===== config.mk =====
export PLATFORM = sky130hd
export DESIGN_NAME = game_seq
export DESIGN_NICKNAME = d
export VERILOG_FILES = /design/src/rtl/game_seq.sv
export SDC_FILE = /design/constraint.sdc
export NUM_CORES = 1
export LEC_CHECK = 0
export ABC_AREA = 1
export BUFFER_PORTS_ARGS = -buffer_cell sky130_fd_sc_hd__buf_2
export CAP_MARGIN = 30
export CORE_ASPECT_RATIO = 1.4
export CORE_MARGIN = 3
export CORE_UTILIZATION = 35
export CTS_CLUSTER_DIAMETER = 100
export DETAILED_ROUTE_END_ITERATION = 6
export HOLD_SLACK_MARGIN = 0.12
export PLACE_DENSITY = 0.55
export SETUP_SLACK_MARGIN = 0.4
export SLEW_MARGIN = 20
export SYNTH_ARGS = -nofsm -noshare
export SYNTH_HDL_FRONTEND = slang
export SYNTH_SLANG_ARGS = --single-unit

===== constraint.sdc =====
create_clock -name clk_50m -period 7.1 [get_ports clk_50m]
set_input_delay 0.355 -clock clk_50m [delete_from_list [all_inputs] [get_ports clk_50m]]
set_output_delay 0.355 -clock clk_50m [all_outputs]
set_load 0.1 [all_outputs]

===== src/rtl/game_seq.sv =====
// game_seq: game sequencer for the VGA paddle/ball game.
// Owns the game state machine, the lives and level counters, the debounced
// start/pause button, the level-dependent position-update strobe and the
// HUD blink.
//
// Ports
//   clk_50m         in   system clock, 50 MHz
//   rst_n           in   asynchronous active-low reset
//   start_btn       in   raw start/pause push-button (asynchronous, active-high)
//   ball_lost       in   1-cycle pulse: ball reached the floor
//   all_points_hit  in   1-cycle pulse: all score points cleared
//   state     [2:0] out  IDLE=0 SERVE=1 PLAY=2 PAUSE=3 LOST=4 OVER=5
//   move_en         out  1-cycle position-update strobe, PLAY only
//   round_rst       out  1-cycle pulse: recentre ball and board
//   new_game        out  1-cycle pulse: clear score, respawn points
//   lives     [1:0] out  remaining lives
//   level     [3:0] out  current level 0..15
//   blink           out  HUD blink square wave in PAUSE/OVER, else 0
module game_seq #(
  parameter int TICK_BASE    = 500000,
  parameter int TICK_STEP    = 50000,
  parameter int TICK_MIN     = 200000,
  parameter int SERVE_TICKS  = 100,
  parameter int LIVES_INIT   = 3,
  parameter int DEBOUNCE_CYC = 1000000,
  parameter int BLINK_CYC    = 25000000
) (
  input  logic       clk_50m,
  input  logic       rst_n,
  input  logic       start_btn,
  input  logic       ball_lost,
  input  logic       all_points_hit,
  output logic [2:0] state,
  output logic       move_en,
  output logic       round_rst,
  output logic       new_game,
  output logic [1:0] lives,
  output logic [3:0] level,
  output logic       blink
);

  localparam int DB_W = (DEBOUNCE_CYC > 1) ? $clog2(DEBOUNCE_CYC) : 1;
  localparam int TM_W = (SERVE_TICKS > 1) ? $clog2(SERVE_TICKS) : 1;
  localparam int BL_W = (BLINK_CYC > 1) ? $clog2(BLINK_CYC) : 1;

  typedef enum logic [2:0] {
    IDLE  = 3'd0,
    SERVE = 3'd1,
    PLAY  = 3'd2,
    PAUSE = 3'd3,
    LOST  = 3'd4,
    OVER  = 3'd5
  } state_t;

  state_t cur, nxt;

  logic            sync_a, sync_b, db_level, press;
  logic [DB_W-1:0] db_cnt;
  logic [19:0]     cnt, period;
  logic signed [20:0] period_raw;
  logic            tick, expire;
  logic [TM_W-1:0] timer;
  logic [BL_W-1:0] blink_cnt;
  logic            blink_zone;
  logic [1:0]      lives_n;
  logic [3:0]      level_n;
  logic            round_rst_n, new_game_n;

  assign state = cur;

  // Debounce: the counter only runs while the synced level differs from the
  // debounced level, so any bounce back to the old level restarts it.
  always_ff @(posedge clk_50m or negedge rst_n) begin
    if (!rst_n) begin
      sync_a   <= 1'b0;
      sync_b   <= 1'b0;
      db_level <= 1'b0;
      db_cnt   <= '0;
      press    <= 1'b0;
    end else begin
      sync_a <= start_btn;
      sync_b <= sync_a;
      press  <= 1'b0;
      if (sync_b == db_level) begin
        db_cnt <= '0;
      end else if (db_cnt == DB_W'(DEBOUNCE_CYC - 1)) begin
        db_cnt   <= '0;
        db_level <= sync_b;
        press    <= sync_b;
      end else begin
        db_cnt <= db_cnt + 1'b1;
      end
    end
  end

  // Signed arithmetic so a large level underflows below the floor and clamps.
  assign period_raw = 21'(TICK_BASE) - 21'(level) * 21'(TICK_STEP);
  assign period     = (period_raw < $signed(21'(TICK_MIN))) ? 20'(TICK_MIN) : period_raw[19:0];

  // >= rather than == so a period that shrinks mid-count still fires at once.
  assign tick   = (cur != PAUSE) && (cnt >= period - 20'd1);
  assign expire = tick && (timer == TM_W'(SERVE_TICKS - 1));

  always_ff @(posedge clk_50m or negedge rst_n) begin
    if (!rst_n) begin
      cnt <= '0;
    end else if (cur != PAUSE) begin
      cnt <= tick ? 20'd0 : cnt + 20'd1;
    end
  end

  always_comb begin
    nxt         = cur;
    lives_n     = lives;
    level_n     = level;
    round_rst_n = 1'b0;
    new_game_n  = 1'b0;
    case (cur)
      IDLE: begin
        if (press) begin
          nxt         = SERVE;
          lives_n     = 2'(LIVES_INIT);
          level_n     = 4'd0;
          round_rst_n = 1'b1;
          new_game_n  = 1'b1;
        end
      end
      SERVE: begin
        if (expire) nxt = PLAY;
      end
      PLAY: begin
        if (ball_lost) begin
          nxt = LOST;
          if (lives != 2'd0) lives_n = lives - 2'd1;
        end else if (press) begin
          nxt = PAUSE;
        end else if (all_points_hit && level != 4'd15) begin
          level_n = level + 4'd1;
        end
      end
      PAUSE: begin
        if (press) nxt = PLAY;
      end
      LOST: begin
        if (expire) begin
          if (lives == 2'd0) begin
            nxt = OVER;
          end else begin
            nxt         = SERVE;
            round_rst_n = 1'b1;
          end
        end
      end
      OVER: begin
        if (press) nxt = IDLE;
      end
      default: nxt = IDLE;
    endcase
  end

  always_ff @(posedge clk_50m or negedge rst_n) begin
    if (!rst_n) begin
      cur       <= IDLE;
      lives     <= 2'(LIVES_INIT);
      level     <= 4'd0;
      round_rst <= 1'b0;
      new_game  <= 1'b0;
      move_en   <= 1'b0;
    end else begin
      cur       <= nxt;
      lives     <= lives_n;
      level     <= level_n;
      round_rst <= round_rst_n;
      new_game  <= new_game_n;
      move_en   <= tick && (cur == PLAY);
    end
  end

  // Tick timer restarts on every state entry so SERVE and LOST each get a
  // full SERVE_TICKS.
  always_ff @(posedge clk_50m or negedge rst_n) begin
    if (!rst_n) begin
      timer <= '0;
    end else if (nxt != cur) begin
      timer <= '0;
    end else if (tick && (cur == SERVE || cur == LOST)) begin
      timer <= timer + 1'b1;
    end
  end

  assign blink_zone = (nxt == PAUSE) || (nxt == OVER);

  // Blink phase restarts on entering PAUSE/OVER so the HUD always begins dark.
  always_ff @(posedge clk_50m or negedge rst_n) begin
    if (!rst_n) begin
      blink_cnt <= '0;
      blink     <= 1'b0;
    end else if (!blink_zone || nxt != cur) begin
      blink_cnt <= '0;
      blink     <= 1'b0;
    end else if (blink_cnt == BL_W'(BLINK_CYC - 1)) begin
      blink_cnt <= '0;
      blink     <= ~blink;
    end else begin
      blink_cnt <= blink_cnt + 1'b1;
    end
  end

endmodule


==> impl_metrics.tcl, run 1 <==
set metrics [dict create \
    status "completed" \
    wl_per_cell_um 12.2 \
    drv_cap 0 \
    cts_buffers 9 \
    power_density_nw_per_um2 147 \
    end_kind "register" \
    r2r_cells 37 \
    p_leak_nw 3.53 \
    p_seq_share_pct 49.4 \
    synth_area_um2 6100 \
    fin_crit_ns 6.00 \
    cts_tree "done" \
    drt_iter0_drc 148 \
    num_vias 5133 \
    drive_above_1_share_pct 12.5 \
    clk_latency_ns 0.35 \
    required_ns 7.36 \
    synth_area_leader_cell "dfrtp_1" \
    slew_violations 0 \
    switching_share_pct 22.3 \
    area_growth_pct 15.1 \
    fp.dieW_um 118 \
    slowest_stage "xor2_1" \
    grt_pass1_vias 5140 \
    synth_ff_type "dfrtp_1" \
    combPwrFrac_pct 1.9 \
    wl_met1_um 5900 \
    grt.total_usage_pct 14.6 \
    antenna_cells 0 \
    clk_pin_slew_ns 0.07 \
    start_util_pct 36.0 \
    routed.top_layer "met4" \
    antenna_found_initial 0 \
    gr-total-overflow 0 \
    finalWirelength_um 13400 \
    vias_per_cell 4.67 \
    holdPathStages 3 \
    first_pass_iters 4 \
    relSlewSlack_pct 47.1 \
    critical_path_class "register to register" \
    yosysMostFrequentCell "nand2_1" \
    setup_viol 0 \
    synth_edf_count 0 \
    ant_nets 0 \
    final_hold_viol_count 0 \
    async_flop_share_pct 100 \
    tns_ns 0 \
    fin_skew_ns 0.00771 \
    die-height_um 162 \
    ys_warn_count 0 \
    coreArea_um2 17000 \
    synth_seq_cells 89 \
    syn_nets 867 \
    holdWs_ns 0.248 \
    max_freq_mhz 167 \
    rows 56 \
    ir_drop_uv 139 \
    worstMarginPinSlew_ns 0.786 \
    worstPathMaxFanout 8 \
    grt_first_pass_wirelength_um 23100 \
    met2_length_um 6950 \
    dr_wl_met3_um 258 \
    cts-root-buf "clkbuf_16" \
    fin_crit_sh_pct 84.5 \
    hold_path.class "input pin to register" \
    gp_congestion 0.838 \
    syn_avg_cell_area_um2 7.43 \
    clock_sinks 89 \
    p_switching_w 0.000231 \
    clockBufferDepth 2 \
    synth.distinct_cells 43 \
    numPortBuffers 17 \
    ys_seq_area_share_pct 36.5 \
    ios 18 \
    synth_top_area_share_pct 35.7 \
    syn_inst 821 \
    grt_setup_unrepaired "no" \
    internal_power_w 0.000802 \
    grt_max_degree 74 \
    nets 907 \
    arrival_ns 6.26 \
    max_stage_delay_ns 0.54 \
    drc 0 \
    dp_hpwl_um 10300 \
    cp-start-kind "register" \
    htreeDepth 3 \
    clkPwrFrac_pct 48.6 \
    synthTopCellsByArea "dfrtp_1 (36%), nand2_1 (10%), ha_1 (8.4%), inv_1 (7.6%), nor2_1 (7.0%)" \
    dieArea_um2 19100 \
    ys_top_cells_by_count "nand2_1 (164), inv_1 (124), nor2_1 (114)" \
]
==> timing repair <==
action	CTS	global route
hold endpoints to repair	17	0
endpoints found under the setup margin	0	7
gates resized for setup	0	23
hold buffers	2	0
buffers inserted	0	10
==> critical path: cells and delay by family, from the launching register on <==
| family | cells | cell delay (ns) |
|---|---|---|
| AO/OA/AOI/OAI | 6 | 1.12 |
| adder cells (fa/ha/maj) | 5 | 1.19 |
| AND/OR/NAND/NOR | 16 | 1.77 |
| buffers and inverters | 7 | 0.47 |
| XOR/XNOR | 3 | 0.97 |
| flip-flops | 1 | 0.41 |
==> layer usage <==
| metal | GRT usage (%) | vias to the layer above |
|---|---|---|
| met5 | 0 | - |
| met3 | 2.16 | 20 |
| met2 | 27.5 | 41 |
| met4 | 5.71 | 0 |
| met1 | 16.7 | 2340 |
| li1 | - | 2732 |
==> registers in the layout, indices dropped and copies added (netlist names) <==
name / cells
blink_cnt: 25
cnt: 20
db_cnt: 20
timer: 7
level: 4
state: 3
lives: 2
blink: 1
db_level: 1
move_en: 1
new_game: 1
press: 1
round_rst: 1
sync_a: 1
sync_b: 1
==> power groups by stage <==
| stage | sequential [W] | combinational, W | clock [W] |
|---|---|---|---|
| 3_5_place_dp | 0.000520 | 0.0000192 | 0 |
| 6_report | 0.000510 | 0.0000200 | 0.000502 |
| 4_1_cts | 0.000510 | 0.0000200 | 0.000521 |
| 3_3_place_gp | 0.000520 | 0.0000189 | 0 |
| 2_1_floorplan | 0.000520 | 0.00000497 | 0 |
| 5_1_grt | 0.000510 | 0.0000236 | 0.000537 |
==> cell usage in the layout (no fill, tap or decap), drive strengths merged, types with 24 or more instances in the layout <==
cell type and instances:
ha 41, buf 33, xor2 24, nand2 176, nor2 126, dfrtp 87
inv 129, nor3 30, a21oi 37, nand3 52, nand4 28, o21ai 27
==> metrics by stage <==
stage	std cells	worst slack [ns]	util, %	power (W)	cell area (µm²)
after floorplan	821	0.584	-	0.000525	6100
after global placement	1069	0.698	38.3	0.000539	6500
after detailed placement	1069	0.534	38.3	0.000539	6500
after CTS	1087	0.511	40.3	0.00105	6830
after global routing	1098	0.358	41.4	0.00107	7020
final	1098	1.10	41.4	0.00103	7020
==> final timing paths <==
kind / to / startpoint / slack, ns
setup / recovery: timer[6] / level[2] / 1.10
hold / removal: state[2] / ball_lost / 0.25
setup reg to reg: timer[6] / level[2] / 1.10
hold reg to reg: sync_b / sync_a / 0.35
max in group asynchronous: level[1] / rst_n / 5.66
min in group asynchronous: move_en / rst_n / 0.44
==> cells by family after synthesis <==
logic type / count (synthesis) / synth area share, %
simple gates: 435 / 33.1
xor+xnor: 40 / 6.05
compound gates: 83 / 7.71
fa+ha+maj: 41 / 8.41
other cells: 1 / 0.0615
buf+inv: 132 / 8.14
flops: 89 / 36.5
==> final cells by class <==
| type | instances | area [µm²] |
|---|---|---|
| fill | 1845 | 9940 |
| multi-input combinational | 600 | 3470 |
| sequential | 89 | 2230 |
| inverter | 126 | 473 |
| tap | 232 | 290 |
| timing repair buffer | 35 | 240 |
| clock buffer | 10 | 239 |
| clock inverter | 6 | 73.8 |
Note: power is estimated with default switching activity, not from simulation.
==> run 2: changes to the inputs <==
==> constraint.sdc (replaced) <==
create_clock -name clk_50m -period 6.15 [get_ports clk_50m]
set_input_delay 0.3075 -clock clk_50m [delete_from_list [all_inputs] [get_ports clk_50m]]
set_output_delay 0.3075 -clock clk_50m [all_outputs]
set_load 0.1 [all_outputs]
==> impl_metrics.tcl, run 2 (synthesis results as in run 1) <==
set metrics [dict create \
    dp_slack_ns 0.163 \
    dieArea_um2 19100 \
    relSlewSlack_pct 57.9 \
    largest_register_ffs 25 \
    grt_pass1_vias 5180 \
    arrival_ns 5.92 \
    num_vias 5307 \
    holdPathStages 3 \
    clock_sinks 89 \
    ir_drop_uv 156 \
    mostFrequentLayoutCell "nand2_1" \
    grt_setup_unrepaired "yes" \
    finalWirelength_um 14100 \
    ant_nets 0 \
    p_seq_share_pct 50.8 \
    gp_congestion 0.898 \
    largest-register "blink_cnt" \
    nets 927 \
    cts-root-buf "clkbuf_16" \
    grt_max_degree 49 \
    clkPwrFrac_pct 47.3 \
    htreeDepth 3 \
    first_pass_iters 6 \
    grt.total_usage_pct 15.1 \
    largestRegisters "blink_cnt: 25 flops, cnt: 20 flops, db_cnt: 20 flops" \
    die-height_um 162 \
    internal_power_w 0.000919 \
    end_kind "register" \
    required_ns 6.40 \
    slowest_stage "dfrtp_4" \
    crit_cells 44 \
    fin_skew_ns 0.00949 \
    fin_crit_sh_pct 92.2 \
    cts_buffers 9 \
    worstPathMaxFanout 7 \
    hold_path.class "input pin to register" \
    cts_tree "done" \
    clockBufferDepth 2 \
    drt_iter0_drc 246 \
    wl_per_cell_um 12.6 \
    r2r_cells 44 \
    gr-total-overflow 0 \
    switching_share_pct 20.7 \
    area_growth_pct 23.9 \
    drv_cap 0 \
    cp-start-kind "register" \
    numPortBuffers 17 \
    ios 18 \
    antenna_found_initial 0 \
    fp.dieW_um 118 \
    status "completed" \
    tns_ns 0 \
    clk_pin_slew_ns 0.06 \
    dp_hpwl_um 10500 \
    drive_above_1_share_pct 21.8 \
    max_freq_mhz 176 \
    start_util_pct 36.0 \
    rows 56 \
    coreArea_um2 17000 \
    power_density_nw_per_um2 153 \
    drc 0 \
    fin_crit_ns 5.67 \
    worstMarginPinSlew_ns 0.631 \
    p_switching_w 0.000240 \
    antenna_cells 0 \
    p_leak_nw 3.70 \
    final_hold_viol_count 0 \
    crit_family "simple AND/OR/NAND/NOR gates" \
    combPwrFrac_pct 1.8 \
    setup_ws_ns 0.482 \
    clk_latency_ns 0.34 \
    cpMostUsedCell "nand2_2" \
    cp_num_buf_inv 7 \
    max_stage_delay_ns 0.52 \
    slew_violations 0 \
    critical_path_class "register to register" \
    layout_common_cells "nand2_1 (134), inv_1 (116), nor2_1 (100), dfrtp_1 (83), nand3_1 (40)" \
    vias_per_cell 4.75 \
    setup_viol 0 \
    grt_first_pass_wirelength_um 24100 \
]
run 2: worst min-delay path: cells and delay by family:
family	cells	cell delay, ns
AO/OA/AOI/OAI	1	0.06
AND/OR/NAND/NOR	1	0.06
buffers and inverters	1	0.10
run 2: through the flow:
stage	hold WS (ns)	area [µm²]	cells	power, W	util [%]
5_1_grt	0.238	7560	1118	0.00121	44.6
6_report	0.224	7560	1118	0.00116	44.6
3_3_place_gp	0.339	6620	1073	0.000622	39.0
2_1_floorplan	0.0119	6190	821	0.000606	-
4_1_cts	0.214	7070	1098	0.00118	41.7
3_5_place_dp	0.332	6620	1073	0.000622	39.0
run 2: final timing paths:
kind	start	endpoint	slack (ns)
worst max-delay path	level[3]	timer[3]	0.48
worst min-delay path	ball_lost	state[2]	0.22
worst max register to register	level[3]	timer[3]	0.48
worst min register to register	sync_a	sync_b	0.35
max in group asynchronous	rst_n	level[1]	4.57
min in group asynchronous	rst_n	db_cnt[14]	0.49
run 2: power by group through the flow:
stage | Combinational, W | Clock [W] | Sequential (W)
5_1_grt | 0.0000249 | 0.000592 | 0.000589
6_report | 0.0000211 | 0.000548 | 0.000589
2_1_floorplan | 0.00000574 | 0 | 0.000600
3_3_place_gp | 0.0000217 | 0 | 0.000600
4_1_cts | 0.0000227 | 0.000569 | 0.000589
3_5_place_dp | 0.0000216 | 0 | 0.000600
run 2: cell type report:
type,instances,area [µm²]
clock buffers,13,250
clock inverters,3,42.5
fillers,1754,9400
inverters,126,478
multi-input cells,600,3830
flip-flops and latches,89,2240
well taps,232,290
repair buffers,55,418
run 2: repair_timing:
item	in CTS	in global routing
hold buffers	2	0
hold endpoints to repair	40	0
pin swaps	17	48
gates resized for setup	22	82
buffers inserted	7	20
setup endpoints to repair	7	12
run 2: metal layers:
metal	wire length [µm]	vias up	share of wire [%]	track usage, %
li1	-	2773	-	-
met1	6080	2466	43	17.8
met2	7430	52	53	27.8
met3	308	16	2.2	2.44
met4	240	0	1.7	4.91
met5	0	-	0	0
